<file path="src/rtl/kbd_port_ctrl_pkg.sv">
// -----------------------------------------------------------------------------
// kbd_port_ctrl_pkg
// Shared constants and types for the keyboard port controller:
//   - default PicoBlaze port addresses (data / status / control)
//   - control-register and status-register bit positions
//   - IRQ state encoding and the packed status byte layout
// No ports (package).
// -----------------------------------------------------------------------------
package kbd_port_ctrl_pkg;

    localparam int         DEPTH_LOG2_DEF = 2;
    localparam logic [7:0] DATA_PORT_DEF  = 8'h0A;
    localparam logic [7:0] STAT_PORT_DEF  = 8'h0B;
    localparam logic [7:0] CTRL_PORT_DEF  = 8'h0C;

    // Control-write bit positions
    localparam int CTRL_IRQ_EN_BIT  = 0;
    localparam int CTRL_FLUSH_BIT   = 1;
    localparam int CTRL_OVF_CLR_BIT = 2;

    // Status-read bit positions
    localparam int STAT_NOT_EMPTY_BIT = 0;
    localparam int STAT_FULL_BIT      = 1;
    localparam int STAT_OVERFLOW_BIT  = 2;
    localparam int STAT_COUNT_LSB     = 4;
    localparam int STAT_IRQ_EN_BIT    = 7;

    typedef enum logic [1:0] {
        IRQ_IDLE    = 2'd0,
        IRQ_ASSERT  = 2'd1,
        IRQ_SERVICE = 2'd2
    } irq_state_e;

    // Status byte as seen by the CPU, MSB first.
    typedef struct packed {
        logic       irq_en;
        logic [2:0] count;
        logic       reserved;
        logic       overflow;
        logic       full;
        logic       not_empty;
    } status_t;

endpackage

</file>
<file path="src/rtl/kbd_port_ctrl_if.sv">
// -----------------------------------------------------------------------------
// kbd_port_ctrl_if
// PicoBlaze I/O bus as seen by the keyboard port controller.
//   port_id       CPU -> ctrl  8  port address
//   read_strobe   CPU -> ctrl  1  INPUT strobe
//   write_strobe  CPU -> ctrl  1  OUTPUT strobe
//   out_port      CPU -> ctrl  8  write data
//   interrupt_ack CPU -> ctrl  1  interrupt acknowledge
//   in_port       ctrl -> CPU  8  registered read data
//   interrupt     ctrl -> CPU  1  interrupt request
// Modports: master = CPU side, slave = controller side.
// -----------------------------------------------------------------------------
interface kbd_port_ctrl_if;

    logic [7:0] port_id;
    logic       read_strobe;
    logic       write_strobe;
    logic [7:0] out_port;
    logic       interrupt_ack;
    logic [7:0] in_port;
    logic       interrupt;

    modport master (
        output port_id, read_strobe, write_strobe, out_port, interrupt_ack,
        input  in_port, interrupt
    );

    modport slave (
        input  port_id, read_strobe, write_strobe, out_port, interrupt_ack,
        output in_port, interrupt
    );

endinterface

</file>
<file path="src/rtl/kbd_port_ctrl_code_fifo.sv">
// -----------------------------------------------------------------------------
// kbd_code_fifo
// Synchronous FIFO of 8-bit key codes with push, pop and flush.
//   clk, reset  clock, async active-high reset
//   push, din   write request and data
//   pop         read request (ignored when empty)
//   flush       empties the FIFO; overrides push and pop
//   dout        head entry (combinational, undefined content when empty)
//   full, empty, count  occupancy (count range 0..DEPTH)
//   popped      a pop was actually performed this cycle
//   dropped     a push was refused because the FIFO was full with no pop
// -----------------------------------------------------------------------------
module kbd_code_fifo #(
    parameter int DEPTH_LOG2 = 2
) (
    input  logic                  clk,
    input  logic                  reset,
    input  logic                  push,
    input  logic [7:0]            din,
    input  logic                  pop,
    input  logic                  flush,
    output logic [7:0]            dout,
    output logic                  full,
    output logic                  empty,
    output logic [DEPTH_LOG2:0]   count,
    output logic                  popped,
    output logic                  dropped
);

    localparam int DEPTH = 1 << DEPTH_LOG2;
    localparam int CW    = DEPTH_LOG2 + 1;

    logic [7:0]            mem [DEPTH];
    logic [DEPTH_LOG2-1:0] wr_ptr;
    logic [DEPTH_LOG2-1:0] rd_ptr;
    logic                  do_push;

    assign empty = (count == '0);
    assign full  = (count == CW'(DEPTH));
    assign dout  = mem[rd_ptr];

    // A full FIFO still accepts a push when a pop frees the head slot in the
    // same cycle; flush discards both.
    assign popped  = pop & ~empty & ~flush;
    assign do_push = push & ~flush & (~full | popped);
    assign dropped = push & ~flush & full & ~popped;

    // NOTE: sequential state uses non-blocking assignments so every register
    // samples the pre-edge values, independent of block ordering.
    always_ff @(posedge clk or posedge reset) begin
        if (reset) begin
            wr_ptr <= '0;
            rd_ptr <= '0;
            count  <= '0;
        end else if (flush) begin
            wr_ptr <= '0;
            rd_ptr <= '0;
            count  <= '0;
        end else begin
            if (do_push) wr_ptr <= wr_ptr + 1'b1;
            if (popped)  rd_ptr <= rd_ptr + 1'b1;
            case ({do_push, popped})
                2'b10:   count <= count + 1'b1;
                2'b01:   count <= count - 1'b1;
                default: count <= count;
            endcase
        end
    end

    // NOTE: the storage array is deliberately not reset; the pointers and
    // count define which entries are valid, so stale contents are harmless.
    always_ff @(posedge clk) begin
        if (do_push) mem[wr_ptr] <= din;
    end

endmodule

</file>
<file path="src/rtl/kbd_port_ctrl.sv">
// -----------------------------------------------------------------------------
// kbd_port_ctrl
// Buffers released-key codes from the PS/2 decoder and serves them to a
// PicoBlaze over its I/O bus, with status/control ports and an interrupt.
//   clk            system clock
//   reset          asynchronous, active-high reset
//   got_code_tick  one-cycle push request, code_in valid
//   code_in        key code from decoder
//   bus (slave)    PicoBlaze bus: port_id, read/write strobes, out_port,
//                  interrupt_ack in; in_port, interrupt out
// Ports: DATA_PORT reads (and pops) the head code, STAT_PORT reads status,
// CTRL_PORT write sets irq_en (bit0), flushes (bit1), clears overflow (bit2).
// -----------------------------------------------------------------------------
module kbd_port_ctrl
    import kbd_port_ctrl_pkg::*;
#(
    parameter int         DEPTH_LOG2 = DEPTH_LOG2_DEF,
    parameter logic [7:0] DATA_PORT  = DATA_PORT_DEF,
    parameter logic [7:0] STAT_PORT  = STAT_PORT_DEF,
    parameter logic [7:0] CTRL_PORT  = CTRL_PORT_DEF
) (
    input  logic           clk,
    input  logic           reset,
    input  logic           got_code_tick,
    input  logic [7:0]     code_in,
    kbd_port_ctrl_if.slave bus
);

    logic                data_sel;
    logic                stat_sel;
    logic                ctrl_wr;
    logic                flush;
    logic                ovf_clr;
    logic                pop_req;

    logic [7:0]          head;
    logic                full;
    logic                empty;
    logic [DEPTH_LOG2:0] count;
    logic                popped;
    logic                dropped;

    logic [7:0]          in_port_q;
    logic                rd_valid;
    logic [7:0]          rd_next;
    logic                overflow;
    logic                irq_en;
    status_t             status;

    irq_state_e          irq_state;
    logic                irq_q;

    assign data_sel = (bus.port_id == DATA_PORT);
    assign stat_sel = (bus.port_id == STAT_PORT);
    assign ctrl_wr  = bus.write_strobe & (bus.port_id == CTRL_PORT);
    assign flush    = ctrl_wr & bus.out_port[CTRL_FLUSH_BIT];
    assign ovf_clr  = ctrl_wr & bus.out_port[CTRL_OVF_CLR_BIT];

    // rd_valid remembers that the address cycle saw a real code, so a code
    // arriving into an empty FIFO during that cycle is not consumed unseen.
    assign pop_req  = bus.read_strobe & data_sel & rd_valid;

    kbd_code_fifo #(
        .DEPTH_LOG2 (DEPTH_LOG2)
    ) u_fifo (
        .clk     (clk),
        .reset   (reset),
        .push    (got_code_tick),
        .din     (code_in),
        .pop     (pop_req),
        .flush   (flush),
        .dout    (head),
        .full    (full),
        .empty   (empty),
        .count   (count),
        .popped  (popped),
        .dropped (dropped)
    );

    // NOTE: every combinational output gets a default first so no path can
    // leave it unassigned and infer a latch.
    always_comb begin
        status           = '0;
        status.irq_en    = irq_en;
        status.count     = 3'(count);
        status.overflow  = overflow;
        status.full      = full;
        status.not_empty = ~empty;

        rd_next = 8'h00;
        if (data_sel) begin
            rd_next = empty ? 8'h00 : head;
        end else if (stat_sel) begin
            rd_next = status;
        end
    end

    // Read data is registered from port_id; the CPU holds port_id for two
    // cycles, so the value is ready when it samples in the strobe cycle.
    always_ff @(posedge clk or posedge reset) begin
        if (reset) begin
            in_port_q <= 8'h00;
            rd_valid  <= 1'b0;
        end else begin
            in_port_q <= rd_next;
            rd_valid  <= data_sel & ~empty;
        end
    end

    // Overflow is sticky; an explicit clear beats a same-cycle drop.
    always_ff @(posedge clk or posedge reset) begin
        if (reset) begin
            overflow <= 1'b0;
            irq_en   <= 1'b0;
        end else begin
            if (ovf_clr)      overflow <= 1'b0;
            else if (dropped) overflow <= 1'b1;
            if (ctrl_wr)      irq_en   <= bus.out_port[CTRL_IRQ_EN_BIT];
        end
    end

    // Interrupt FSM. interrupt is high only in IRQ_ASSERT and is registered
    // together with the state. A flush in IDLE suppresses assertion so a
    // FIFO that is being emptied never raises a request.
    always_ff @(posedge clk or posedge reset) begin
        if (reset) begin
            irq_state <= IRQ_IDLE;
            irq_q     <= 1'b0;
        end else begin
            case (irq_state)
                IRQ_IDLE: begin
                    if (irq_en & ~empty & ~flush) begin
                        irq_state <= IRQ_ASSERT;
                        irq_q     <= 1'b1;
                    end
                end
                IRQ_ASSERT: begin
                    if (flush | ~irq_en) begin
                        irq_state <= IRQ_IDLE;
                        irq_q     <= 1'b0;
                    end else if (bus.interrupt_ack) begin
                        irq_state <= IRQ_SERVICE;
                        irq_q     <= 1'b0;
                    end
                end
                IRQ_SERVICE: begin
                    if (popped | flush) begin
                        irq_state <= IRQ_IDLE;
                    end
                end
                default: begin
                    irq_state <= IRQ_IDLE;
                    irq_q     <= 1'b0;
                end
            endcase
        end
    end

    assign bus.in_port   = in_port_q;
    assign bus.interrupt = irq_q;

endmodule
</file>
<file path="src/flat_wrapper.sv">
// flat-port wrapper written by rule: the top's interface ports become plain ports
module kbd_port_ctrl_flat import kbd_port_ctrl_pkg::*;
#(
    parameter int         DEPTH_LOG2 = DEPTH_LOG2_DEF,
    parameter logic [7:0] DATA_PORT  = DATA_PORT_DEF,
    parameter logic [7:0] STAT_PORT  = STAT_PORT_DEF,
    parameter logic [7:0] CTRL_PORT  = CTRL_PORT_DEF
)
  (clk, reset, got_code_tick, code_in, bus_port_id, bus_read_strobe, bus_write_strobe, bus_out_port, bus_interrupt_ack, bus_in_port, bus_interrupt);
  kbd_port_ctrl_if bus_i ();
  input  logic clk;
  input  logic reset;
  input  logic got_code_tick;
  input  logic [7:0] code_in;
  input wire logic [$bits(bus_i.port_id)-1:0] bus_port_id;
  input wire logic [$bits(bus_i.read_strobe)-1:0] bus_read_strobe;
  input wire logic [$bits(bus_i.write_strobe)-1:0] bus_write_strobe;
  input wire logic [$bits(bus_i.out_port)-1:0] bus_out_port;
  input wire logic [$bits(bus_i.interrupt_ack)-1:0] bus_interrupt_ack;
  output wire logic [$bits(bus_i.in_port)-1:0] bus_in_port;
  output wire logic [$bits(bus_i.interrupt)-1:0] bus_interrupt;
  assign bus_i.port_id = bus_port_id;
  assign bus_i.read_strobe = bus_read_strobe;
  assign bus_i.write_strobe = bus_write_strobe;
  assign bus_i.out_port = bus_out_port;
  assign bus_i.interrupt_ack = bus_interrupt_ack;
  assign bus_in_port = bus_i.in_port;
  assign bus_interrupt = bus_i.interrupt;
  kbd_port_ctrl #(.DEPTH_LOG2(DEPTH_LOG2), .DATA_PORT(DATA_PORT), .STAT_PORT(STAT_PORT), .CTRL_PORT(CTRL_PORT)) u_core (.clk(clk), .reset(reset), .got_code_tick(got_code_tick), .code_in(code_in), .bus(bus_i));
endmodule
</file>
<file path="config.mk">
export PLATFORM = sky130hd
export DESIGN_NAME = kbd_port_ctrl_flat
export DESIGN_NICKNAME = d
export VERILOG_FILES = /design/src/rtl/kbd_port_ctrl_pkg.sv /design/src/rtl/kbd_port_ctrl_if.sv /design/src/rtl/kbd_port_ctrl_code_fifo.sv /design/src/rtl/kbd_port_ctrl.sv /design/src/flat_wrapper.sv
export SDC_FILE = /design/constraint.sdc
export NUM_CORES = 1
export LEC_CHECK = 0
export BUFFER_PORTS_ARGS = -buffer_cell sky130_fd_sc_hd__buf_2
export CAP_MARGIN = 20
export CORE_ASPECT_RATIO = 1.75
export CORE_MARGIN = 3
export CORE_UTILIZATION = 55
export CTS_BUF_LIST = sky130_fd_sc_hd__clkbuf_8 sky130_fd_sc_hd__clkbuf_16
export DETAILED_ROUTE_END_ITERATION = 7
export PLACE_DENSITY = 0.78
export SLEW_MARGIN = 20
export SYNTH_ARGS = -nofsm -noshare
export SYNTH_HDL_FRONTEND = slang
export SYNTH_SLANG_ARGS = --single-unit
</file>
<file path="constraint.sdc">
create_clock -name clk -period 3.75 [get_ports clk]
set_clock_uncertainty 0.15 [all_clocks]
set_input_delay 0.375 -clock clk [delete_from_list [all_inputs] [get_ports clk]]
set_output_delay 0.375 -clock clk [all_outputs]
set_load 0.005 [all_outputs]
</file>
* Word-level counts from Yosys, hierarchy flattened
Memories as Yosys holds them, arrays and structs flattened.
Cells that the tools add are included.
** Word-level totals
- Bits in registers :: 21
- Memory bits (writable) :: 32
- Input bits :: 30
- Output and inout bits :: 9
- Logic and storage cells :: 78
- Memories kept :: 1
** Memories
- u_core.u_fifo.mem :: words 4, bits a word 8, rd ports 1, clocked after memory_dff 0, wr ports 1, line kbd_port_ctrl_code_fifo.sv:33 : logic [7:0] mem [DEPTH];
** Operators by class
- Add/subtract/negate cells :: 4
- Equality and inequality tests :: 11
- Mux-type cells :: 22
- Bitwise logic cells :: 23
- Reduce and logical (&&, ||, !) cells :: 8
** Operators with widths (count)
- $eq A8 B4 Y1 const B :: 3
- $mux W8 :: 3
- $mux W2 :: 8
- $and A1 B1 Y1 :: 14
- $mux W1 :: 7
- $not A1 Y1 :: 6
- $pmux W2 S3 :: 1
- $pmux W3 S2 :: 1
- $reduce_and A3 Y1 :: 2
- $reduce_bool A2 Y1 :: 3
- $add A2 B1 Y2 const B :: 2
- $eq A2 B1 Y1 const B :: 2
- $eq A2 B2 Y1 const B :: 2
- $ne A2 B1 Y1 const B :: 2
- $add A3 B1 Y3 const B :: 1
- $eq A3 B3 Y1 const B :: 1
- $logic_not A3 Y1 :: 1
- $mux W3 :: 1
- $ne A3 B2 Y1 const B :: 1
- $or A1 B1 Y1 :: 3
- $pmux W1 S3 :: 1
- $reduce_bool A3 Y1 :: 1
- $sub A3 B1 Y3 const B :: 1
- $logic_not A2 Y1 :: 1

* Logic depth before layout (Yosys ltp)
Gate-level depths: netlist (run 1).
- Word-level depth :: 10
- Mapped depth :: 8
- Gate-level depth less buffers :: 7

* By module
From an unflattened synthesis (run 1), not the netlist that was laid out.
** Second synthesis, totals
- Cells, all modules :: 155
- Area total of the unflattened synthesis :: 2353.5 µm²
** By module, submodules not included
- kbd_code_fifo :: instances 1, cells each 105, area each 1740.4 µm², seq. area each 1136.1 µm²
- kbd_port_ctrl :: instances 1, cells each 50, area each 613.1 µm², seq. area each 350.3 µm²

* Worst setup path after synthesis (run 1)
Ideal clock, no wire load.
- Path type :: reg2reg
- From :: register u_core.u_fifo.count[2]
- To :: register u_core.u_fifo.count[2]
- Library setup time :: 0.122 ns
- Data arrival time :: 2.420 ns
- Required time :: 3.478 ns
- Path slack :: 1.058 ns
- Stages on the path, launching flop included :: 9
- Path buffers :: 1
- Clock period less this slack :: 2.692 ns
- Cells stage by stage :: dfrtp_1 > or3_1 > nor4b_4 > buf_4 > nor2b_1 > fa_1 > nand2b_1 > a311o_1 > a32o_1
** Between the ends
- Cells in the longest elaborated chain, start to end :: 9
- Elaborated cells on any way between the ends :: 15
- Classes of those cells :: add/sub: 2; eq/ne: 3; mux: 2; bitwise: 6; reduce/logical: 2
** Ends and longest elaborated chain
- start: declaration :: line kbd_port_ctrl_code_fifo.sv:25 : output logic [DEPTH_LOG2:0] count,
- start signal: assignment :: line kbd_port_ctrl_code_fifo.sv:63 : 2'b10: count <= count + 1'b1;
- start signal: assignment :: line kbd_port_ctrl_code_fifo.sv:64 : 2'b01: count <= count - 1'b1;
- start signal: assignment :: line kbd_port_ctrl_code_fifo.sv:65 : default: count <= count;
- $logic_not A3 Y1 :: line kbd_port_ctrl_code_fifo.sv:38 : assign empty = (count == '0);
- $not A1 Y1 :: line kbd_port_ctrl_code_fifo.sv:44 : assign popped = pop & ~empty & ~flush;
- $and A1 B1 Y1 (2 in series) :: line kbd_port_ctrl_code_fifo.sv:44
- $or A1 B1 Y1 :: line kbd_port_ctrl_code_fifo.sv:45 : assign do_push = push & ~flush & (~full | popped);
- $and A1 B1 Y1 :: line kbd_port_ctrl_code_fifo.sv:45
- $eq A2 B1 Y1 / $eq A2 B2 Y1 (equally long branches) :: line kbd_port_ctrl_code_fifo.sv:62 : case ({do_push, popped})
- $pmux W3 S2 :: line kbd_port_ctrl_code_fifo.sv:62
- $mux W3 :: line kbd_port_ctrl_code_fifo.sv:55 : end else if (flush) begin
Several ways; a longest one is shown, not always the timed one.
A chain may end at the register's enable or synchronous reset.

* Worst setup path in the final report (run 1)
Ends and elaborated chain as after synthesis.

==> out/qor.yml, run 1 <==
outcome: "finished, final reports clean"
antenna_left: 0
tritoncts: "built"
wirelength_microns: 4060
io_pins: 39
hold_path_class: "primary input to asynchronous set/reset pin"
rsz0062_at_grt: "no"
fin_cells: 233
drv_slew: 0
clkLatencyLatePin_ns: 0.30
startpoint: "u_core.u_fifo.count[2]"
drive_gt1_share_pct: 30.8
num_vias: 1354
p_per_area_mw_per_mm2: 521
start_kind: "flip-flop"
tns_ns: 0
r2r_start: "u_core.u_fifo.count[2]"
cts-root-buf: "clkbuf_8"
cts_max_path_buffers: 2
clock-sinks: 53
initial_core_util_pct: 58.0
synth.net_count: 184
grt_pass1_wl_microns: 6430
yosysWarnings: 0
io_buffers: 33
cts_setup_buffers: 0
clkTransAtPathRegs_ns: 0.10
antenna_found_initial: 0
slowest_stage: "or3_1"
diodes: 0
p_total_mw: 1.35
first_pass_iters: 4
cap_violations: 0
slew_headroom_pct: 47.6
grt_pass1_vias: 1372
cts_resized: 0
fp.dieH_microns: 91.3
drc: 0
r2r_slack_ns: 0.95
synth_edf_count: 32
setup_violations: 0
grt_max_degree: 22
dp_hpwl_microns: 3070
whs_ns: 0.0502
finalWorstSetupSlack_ns: 0.951
worstPathRequired_ns: 3.80
core-area_sq_mm: 0.00394
cts_hold_buf: 0
synth_flop_cell: "edfxtp_1"
cts_buffers: 5
place_inst: 225
finalCritPeriodShare_pct: 74.6
tightest_slew_ns: 0.785
die_width_microns: 54.7
end_kind: "flip-flop"
finalHoldViolCount: 0
synth_area_per_cell_sq_um: 15.3
std_cell_rows: 30
syn_to_final_growth_pct: 13.0
die_area_sq_mm: 0.00500
fin_nets: 219
worst-setup-path-type: "flip-flop to flip-flop"
fmax_mhz: 357
ys_types: 43
syn_inst: 149
dpl_worst_slack_ns: 0.789
ys_async_sr_fraction_pct: 39.6
syn-cell-area_sq_mm: 0.00229
gp_congestion: 0.720
avgViaCountPerCell: 5.81
leakage_nw: 1.04
htree_num_levels: 2
drt-wirelength-per-cell_microns: 17.4
path_max_fanout: 8
drtIter0Drc: 34
critical_path.max_stage_delay_ns: 0.52
track_usage_pct: 18.4
ir_worst_vdd_v: 0.000484
layout_min_cycle_time_ns: 2.80
cp.arrival_ns: 2.85
synth-seq-cells: 53
crit_chain: "or3_1, nor4b_4, nor2b_1, fa_1, nand2b_1, a311o_1, a32o_1"
seq_area_frac_synth_pct: 65.0
grt-ovfl-total: 0
routing by layer:
| metal | track usage, % | part of all wire [%] | up-vias |
|---|---|---|---|
| li1 | - | - | 631 |
| met1 | 20.4 | 36 | 673 |
| met2 | 32.3 | 56 | 43 |
| met3 | 4.11 | 5.4 | 7 |
| met4 | 6.86 | 2.1 | 0 |
| met5 | 0 | 0 | - |
synthesized netlist by cell type (2+ instances only):
cell	instances	area [sq um]
nand3_1	2	10.0
ha_1	4	50.1
nor2b_1	3	18.8
o21ai_0	3	15.0
a21oi_1	2	10.0
inv_1	5	18.8
nor2_1	9	33.8
edfxtp_1	32	961
dfrtp_1	21	526
nand2b_1	4	25.0
a32o_1	2	20.0
mux2i_1	2	20.0
mux4_2	8	180
clkbuf_1	3	11.3
nand4b_1	2	17.5
xnor2_1	2	17.5
nand2_1	9	33.8
a22o_1	6	52.6
a31oi_1	2	12.5
and2_1	5	31.3
cells by family after synthesis:
logic type	Yosys count	synth area share (%)
and+or+nand+nor	45	12.7
adders and majority gates	5	3.07
muxes	11	9.25
DFF	53	65.0
AOI/OAI and AO/OA	20	6.62
xor gates and xnor gates	3	1.15
buffers and inverters	12	2.19
power breakdown:
part | internal (mW) | leakage (nW) | switching, mW
Combinational | 0.104 | 0.427 | 0.134
Sequential | 0.728 | 0.562 | 0.0668
Clock | 0.133 | 0.0481 | 0.180
Total | 0.966 | 1.04 | 0.381
worst max-delay path, delay by kind of cell, from the launching register on:
family	cells	cell delay, ns
adders and majority gates	1	0.44
and+or+nand+nor	4	1.05
DFF	1	0.49
AOI/OAI and AO/OA	2	0.56
flip-flops by register name, summed over array words and instances, names as in the netlist:
register,cells
u_core.u_fifo.count,3
u_core.bus.interrupt,1
u_core.u_fifo.rd_ptr,2
u_core.u_fifo.mem,32
u_core.irq_state,2
u_core.irq_en,1
u_core.u_fifo.wr_ptr,2
u_core.rd_valid,1
u_core.overflow,1
u_core.bus.in_port,8
worst paths after layout:
kind	to	cells past startpoint
setup / recovery	u_core.u_fifo.count[2]	7
min in group clk	u_core.overflow	2
hold / removal	u_core.bus.in_port[0]	2
hold reg to reg	u_core.bus.in_port[2]	1
setup reg to reg	u_core.u_fifo.count[2]	7
max in group asynchronous	u_core.u_fifo.wr_ptr[1]	2
cells in the final DEF (no fill, tap or decap), types with 2 or more instances in the layout:
master    synthesis  routed
clkinv_4          0       2
xnor2_1           2       2
nor2b_1           3       3
o21ai_0           3       3
dfrtp_1          21      21
nand2_1           9       9
a31oi_1           2       2
mux2i_1           2       2
nand3_1           2       2
buf_2             1      33
clkbuf_8          0       5
nor2_1            9       9
mux4_2            8       8
a22o_1            6       6
and2_1            5       5
edfxtp_1         32      32
a32o_1            2       2
nand2b_1          4       4
nand4b_1          2       2
ha_1              4       4
inv_1             5       5
a21oi_1           2       2
per-stage QoR:
step           cell area [sq um]  utilization (%)
2_1_floorplan               2290                -
3_3_place_gp                2490             63.2
3_5_place_dp                2490             63.2
4_1_cts                     2580             65.5
5_1_grt                     2580             65.5
6_report                    2580             65.5
layout make-up:
class | instances | area (sq um)
Inverter | 6 | 22.5
Fill cell | 294 | 1360
Multi-Input combinational cell | 84 | 749
Sequential cell | 53 | 1490
Clock inverter | 3 | 22.5
Tap cell | 48 | 60.1
Clock buffer | 5 | 68.8
Timing Repair Buffer | 34 | 173
(Power assumes the default switching activity.)
==> run 2: changes to the inputs <==
--- a/config.mk
+++ b/config.mk
@@ -5,14 +5,15 @@
 export SDC_FILE = /design/constraint.sdc
 export NUM_CORES = 1
 export LEC_CHECK = 0
+export ABC_AREA = 1
 export BUFFER_PORTS_ARGS = -buffer_cell sky130_fd_sc_hd__buf_2
 export CAP_MARGIN = 20
 export CORE_ASPECT_RATIO = 1.75
 export CORE_MARGIN = 3
-export CORE_UTILIZATION = 55
+export CORE_UTILIZATION = 50
 export CTS_BUF_LIST = sky130_fd_sc_hd__clkbuf_8 sky130_fd_sc_hd__clkbuf_16
 export DETAILED_ROUTE_END_ITERATION = 7
-export PLACE_DENSITY = 0.78
+export PLACE_DENSITY = 0.75
 export SLEW_MARGIN = 20
 export SYNTH_ARGS = -nofsm -noshare
 export SYNTH_HDL_FRONTEND = slang
==> constraint.sdc (replaced) <==
create_clock -name clk -period 2.3 [get_ports clk]
set_clock_uncertainty 0.15 [all_clocks]
set_input_delay 0.23 -clock clk [delete_from_list [all_inputs] [get_ports clk]]
set_output_delay 0.23 -clock clk [all_outputs]
set_load 0.005 [all_outputs]
==> out/qor.yml, run 2 <==
drt-wirelength-per-cell_microns: 14.4  # -18%
grt_pass1_vias: 1717  # +25%
diodes: 0  # unchanged
antenna_left: 0  # unchanged
die_area_sq_mm: 0.00565  # +13%
slowest_stage: "dfrtp_1"
drv_slew: 0  # unchanged
largest_register: "u_core.u_fifo.mem"
hold_path_class: "primary input to flip-flop"
wirelength_microns: 4710  # +16%
endpoint: "u_core.u_fifo.count[2]"
io_buffers: 33  # unchanged
synth_area_per_cell_sq_um: 10.6  # -31%
crit_chain: "nor2_1, a21oi_2, nand3_4, nor2_4, fa_1, xor2_1, nand2_1, nand2_1, nor2_1, nand2_1, nand2_1"
startpoint: "u_core.u_fifo.count[0]"
r2r_start: "u_core.u_fifo.count[0]"
gp_congestion: 0.828  # +15%
std_cell_rows: 32  # +6.7%
setup_violations: 0  # unchanged
ys_async_sr_fraction_pct: 39.6  # unchanged
path_max_fanout: 5  # -3
seqCellArea_sq_mm: 0.00149  # unchanged
seq_area_frac_synth_pct: 62.5  # -2.5 points
cts_buffers: 5  # unchanged
cts-root-buf: "clkbuf_8"
synth_top_area_cell: "edfxtp_1"
start_kind: "flip-flop"
clkLatencyLatePin_ns: 0.31  # about the same
critical_path.max_stage_delay_ns: 0.44  # -0.08 ns
fp.dieH_microns: 97.2  # +6.5%
slew_headroom_pct: 45.5  # -2.1 points
p_sw_share_pct: 32.1  # +3.8 points
power.internal_mw: 1.66  # +71%
finalWorstSetupSlack_ns: 0.240  # -0.711 ns
first_pass_iters: 4  # unchanged
htree_num_levels: 2  # unchanged
pwr-share-clk_pct: 23.1  # about the same
drc: 0  # unchanged
fin_util_pct: 62.9  # -2.6 points
track_usage_pct: 17.7  # -0.74 points
worst-setup-path-type: "flip-flop to flip-flop"
yosysMostFrequentCell: "nor2_1"
drive_gt1_share_pct: 23.5  # -7.3 points
core-area_sq_mm: 0.00448  # +14%
multi_input_area_sq_um: 769  # +2.7%
ys_top_cells_by_area: "edfxtp_1, dfrtp_1, nor2_1, nand2_1, inv_1"
fin_nets: 311  # +42%
rsz0062_at_grt: "no"
dp_hpwl_microns: 3580  # +16%
outcome: "finished, final reports clean"
r2r_cells: 11  # +4
leakage_nw: 1.29  # +24%
worstPathRequired_ns: 2.37  # -1.43 ns
ir_worst_vdd_v: 0.000796  # +64%
p_sw_mw: 0.783  # +110%
synth_flop_cell: "edfxtp_1"
grt_pass1_wl_microns: 7640  # +19%
tns_ns: 0  # unchanged
synth-seq-cells: 53  # unchanged
timing.rr.end: "u_core.u_fifo.count[2]"
r2r_slack_ns: 0.24  # -0.71 ns
cap_violations: 0  # unchanged
grt-ovfl-total: 0  # unchanged
grt_max_degree: 22  # unchanged
layout_min_cycle_time_ns: 2.06  # -0.739 ns
synth_commonest_cells: "nor2_1, edfxtp_1, nand2_1"
combPwrFrac_pct: 23.4  # +5.7 points
syn_to_final_growth_pct: 18.7
finalCritPeriodShare_pct: 89.6  # +15 points
clock-sinks: 53  # unchanged
whs_ns: 0.0101  # -0.0401 ns
nFillCells: 375  # +28%
finalHoldViolCount: 0  # unchanged
fmax_mhz: 485  # +36%
synth.net_count: 260  # +41%
p_total_mw: 2.44  # +81%
dpl_worst_slack_ns: 0.264  # -0.525 ns
syn-cell-area_sq_mm: 0.00238  # +4.0%
clkTransAtPathRegs_ns: 0.10  # about the same
tritoncts: "built"
io_pins: 39  # unchanged
seq_power_share_pct: 53.5  # -5.6 points
ys_types: 29  # -33%
initial_core_util_pct: 53.0  # -5.0 points
cp.arrival_ns: 2.13  # -0.72 ns
yosysWarnings: 0  # unchanged
antenna_found_initial: 0  # unchanged
tightest_slew_ns: 0.817  # +0.0320 ns
die_width_microns: 58.1  # +6.2%
avgViaCountPerCell: 5.29  # -8.9%
end_kind: "flip-flop"
layout_common_cells: "nor2_1, buf_2, edfxtp_1"
largest_reg_flops: 32  # unchanged
drtIter0Drc: 82  # +140%
final_common_cell: "nor2_1"
synth_top_area_share_pct: 40.4  # -1.6 points
syn_inst: 225  # +51%
cpMostUsedCell: "nand2_1"
cts_max_path_buffers: 2  # unchanged
synth_edf_count: 32  # unchanged
num_vias: 1736  # +28%
p_per_area_mw_per_mm2: 864  # +66%
[run 2: power by group through the flow]
stage               combinational (mW)  clock (mW)  sequential [mW]
floorplan                        0.386           0             1.30
global placement                 0.547           0             1.32
detailed placement               0.566           0             1.32
CTS                              0.581       0.574             1.31
global route                     0.647       0.612             1.33
finish                           0.571       0.562             1.30
[run 2: worst max-delay path: cells and delay by family, from the launching register on]
| family | cells | cell delay (ns) |
|---|---|---|
| fa+ha+maj | 1 | 0.37 |
| flops | 1 | 0.44 |
| compound gates | 1 | 0.11 |
| xor+xnor | 1 | 0.20 |
| simple gates | 8 | 0.68 |
[run 2: timing repair]
item / 4_1_cts / 5_1_grt
resized for setup: 0 / 0
endpoints found under the setup margin: 0 / 0
buffers inserted: 0 / 0
hold buffers: 10 / 0
hold endpoints to repair: 54 / 0
[run 2: per-stage QoR]
stage | cell area, sq um | cells
after global placement | 2630 | 310
after detailed placement | 2630 | 310
final | 2820 | 328
after floorplan | 2380 | 225
after global routing | 2820 | 328
after CTS | 2820 | 328
[run 2: layout make-up]
class                           instances  area share (%)
Sequential cell                        53            52.7
Multi-Input combinational cell        141            27.3
Timing Repair Buffer                   48            10.7
Inverter                               27            3.63
Clock buffer                            5            2.44
Tap cell                               51            2.26
Clock inverter                          3            1.02
[run 2: metal layers]
metal	global-route usage (%)	wire, microns	share of wire [%]
met2	30.6	2500	53
met4	10.5	245	5.2
met5	0	0	0
met1	19.3	1770	38
met3	3.32	191	4.1
[run 2: cells by family after synthesis]
logic type / share of synthesized area, %
xor gates and xnor gates: 0.368
adders and majority gates: 2.95
AOI/OAI and AO/OA: 9.63
buffers and inverters: 5.10
DFF: 62.5
and+or+nand+nor: 19.4
[run 2: how the worst min path moves through the flow]
stage | cells after the start | from | endpoint | slack (ns)
2_1_floorplan | 1 | reset | u_core.bus.in_port[0] | 0.06
3_3_place_gp | 2 | reset | u_core.bus.in_port[7] | 0.26
3_5_place_dp | 2 | bus_out_port[2] | u_core.overflow | 0.26
4_1_cts | 3 | bus_out_port[0] | u_core.irq_en | 0.008
5_1_grt | 3 | bus_out_port[0] | u_core.irq_en | 0.02
6_report | 3 | bus_out_port[0] | u_core.irq_en | 0.01
==> run 3: changes to the inputs <==
--- a/config.mk
+++ b/config.mk
@@ -5,7 +5,6 @@
 export SDC_FILE = /design/constraint.sdc
 export NUM_CORES = 1
 export LEC_CHECK = 0
-export ABC_AREA = 1
 export BUFFER_PORTS_ARGS = -buffer_cell sky130_fd_sc_hd__buf_2
 export CAP_MARGIN = 20
 export CORE_ASPECT_RATIO = 1.75
==> out/qor.yml, run 3 (same netlist as run 1, synthesis figures left out) <==
p_sw_mw: 0.659  # -16%
avgViaCountPerCell: 5.68  # +7.3%
largest_register: "u_core.u_fifo.mem"
grt_pass1_vias: 1530  # -11%
final_common_cell: "buf_2"
drtIter0Drc: 64  # -22%
antenna_left: 0  # unchanged
dpl_worst_slack_ns: -0.224  # -0.488 ns
grt_max_degree: 22  # unchanged
largest_reg_flops: 32  # unchanged
p_sw_share_pct: 28.2  # -3.9 points
cts-root-buf: "clkbuf_8"
clkTransAtPathRegs_ns: 0.10  # about the same
finalCritPeriodShare_pct: 103  # +13 points
rsz0062_at_grt: "yes"
clkLatencyLatePin_ns: 0.30  # about the same
hold_path_class: "primary input to flip-flop"
die_area_sq_mm: 0.00545  # -3.5%
worstPathRequired_ns: 2.39  # +0.02 ns
core-area_sq_mm: 0.00427  # -4.9%
initial_core_util_pct: 53.6  # +0.56 points
drive_gt1_share_pct: 37.1  # +14 points
drc: 0  # unchanged
end_kind: "flip-flop"
cts_max_path_buffers: 2  # unchanged
drt-wirelength-per-cell_microns: 17.0  # +18%
htree_num_levels: 2  # unchanged
cts_buffers: 5  # unchanged
layout_common_cells: "buf_2, edfxtp_1, dfrtp_1"
power.internal_mw: 1.68  # +1.4%
cp.arrival_ns: 2.46  # +0.33 ns
path_max_fanout: 4  # -1
finalHoldViolCount: 0  # unchanged
fin_nets: 239  # -23%
nFillCells: 297  # -21%
antenna_found_initial: 0  # unchanged
diodes: 0  # unchanged
first_pass_iters: 4  # unchanged
tightest_slew_ns: 0.794  # -0.0227 ns
violations: "setup timing"
track_usage_pct: 17.3  # -0.44 points
fmax_mhz: 423  # -13%
io_pins: 39  # unchanged
tritoncts: "built"
grt-ovfl-total: 0  # unchanged
layout_min_cycle_time_ns: 2.37  # +0.307 ns
wirelength_microns: 4310  # -8.5%
worst-setup-path-type: "flip-flop to flip-flop"
pwr-share-clk_pct: 21.8  # -1.3 points
cap_violations: 0  # unchanged
leakage_nw: 1.14  # -12%
outcome: "finished, violations left"
grt_pass1_wl_microns: 7090  # -7.2%
slew_headroom_pct: 47.0  # +1.5 points
die_width_microns: 57.1  # -1.7%
gp_congestion: 0.839  # +1.3%
syn_to_final_growth_pct: 22.9
fin_util_pct: 65.8  # +2.9 points
io_buffers: 33  # unchanged
fp.dieH_microns: 95.4  # -1.8%
num_vias: 1442  # -17%
dp_hpwl_microns: 3210  # -10%
setup_violations: 1  # +1
ir_worst_vdd_v: 0.000711  # -11%
start_kind: "flip-flop"
finalWorstSetupSlack_ns: -0.0668  # -0.307 ns
combPwrFrac_pct: 24.7  # +1.3 points
p_per_area_mw_per_mm2: 832  # -3.7%
clock-sinks: 53  # unchanged
seq_power_share_pct: 53.5  # about the same
std_cell_rows: 31  # -3.1%
drv_slew: 0  # unchanged
[run 3: cell count changes in the layout (fill, tap and decap cells not counted), sizes merged, moves of 8 or more]
cell / change
mux4: +8
nand2: -29
nor2: -28
nand3: -15
inv: -23
o21ai: -13
[run 3: through the flow]
stage / setup TNS, ns / cell area (sq um) / hold WS (ns) / cells / power [mW]
after floorplan: -0.362 / 2310 / 0.0565 / 149 / 1.58
after global placement: -2.44 / 2580 / 0.247 / 234 / 1.74
after detailed placement: -5.06 / 2580 / 0.263 / 234 / 1.79
after CTS: -0.0567 / 2790 / 0.00769 / 253 / 2.33
after global routing: -0.113 / 2810 / 0.0224 / 254 / 2.46
final: -0.0668 / 2810 / 0.0152 / 254 / 2.34
[run 3: final cells by class]
class                      instances  area (sq um)  share of cell area (%)
timing repair buffer              54           348                    12.4
inverter                           6          22.5                   0.802
multi-input combinational         84           801                    28.5
tap                               49          61.3                    2.18
clock buffer                       5          68.8                    2.45
sequential                        53          1490                    52.9
clock inverter                     3          21.3                   0.757
[run 3: critical path, cell delays in order (launching register included)]
cell and delay, ns:
dfrtp_1 0.41, or3_4 0.38, nor4b_4 0.14, nor2b_4 0.13, fa_2 0.39, buf_4 0.16, nor4b_4 0.26, a311o_1 0.16
a32o_1 0.12
[run 3: layer usage]
layer / GRT usage [%] / vias to the layer above / wire length, microns
met3: 3.12 / 10 / 214
met5: 0 / - / 0
li1: - / 674 / -
met2: 32.9 / 53 / 2350
met1: 18.3 / 705 / 1630
met4: 6.77 / 0 / 121
[run 3: power groups by stage]
stage | logic [mW] | registers [mW] | clock network (mW)
after global placement | 0.488 | 1.26 | 0
final | 0.577 | 1.25 | 0.509
after CTS | 0.558 | 1.25 | 0.526
after detailed placement | 0.516 | 1.27 | 0
after global routing | 0.629 | 1.26 | 0.573
after floorplan | 0.302 | 1.28 | 0
[run 3: path summary, 6_finish.rpt]
check / from / slack [ns] / cells past startpoint / endpoint
setup / recovery: u_core.u_fifo.count[1] / -0.07 / 8 / u_core.u_fifo.count[2]
hold / removal: bus_out_port[0] / 0.02 / 2 / u_core.irq_en
setup reg to reg: u_core.u_fifo.count[1] / -0.07 / 8 / u_core.u_fifo.count[2]
hold reg to reg: u_core.overflow / 0.38 / 1 / u_core.bus.in_port[2]
max in group asynchronous: reset / 1.04 / 3 / u_core.u_fifo.rd_ptr[0]
min in group asynchronous: reset / 0.47 / 3 / u_core.bus.in_port[5]
[run 3: repair_timing]
item                       4_1_cts  5_1_grt
setup buffers                    1        1
hold buffers                    10        0
gates resized for setup          2        1
gates cloned                     0        0
hold endpoints to repair        54        0
pin swaps                        3        3
setup endpoints to repair        1        1
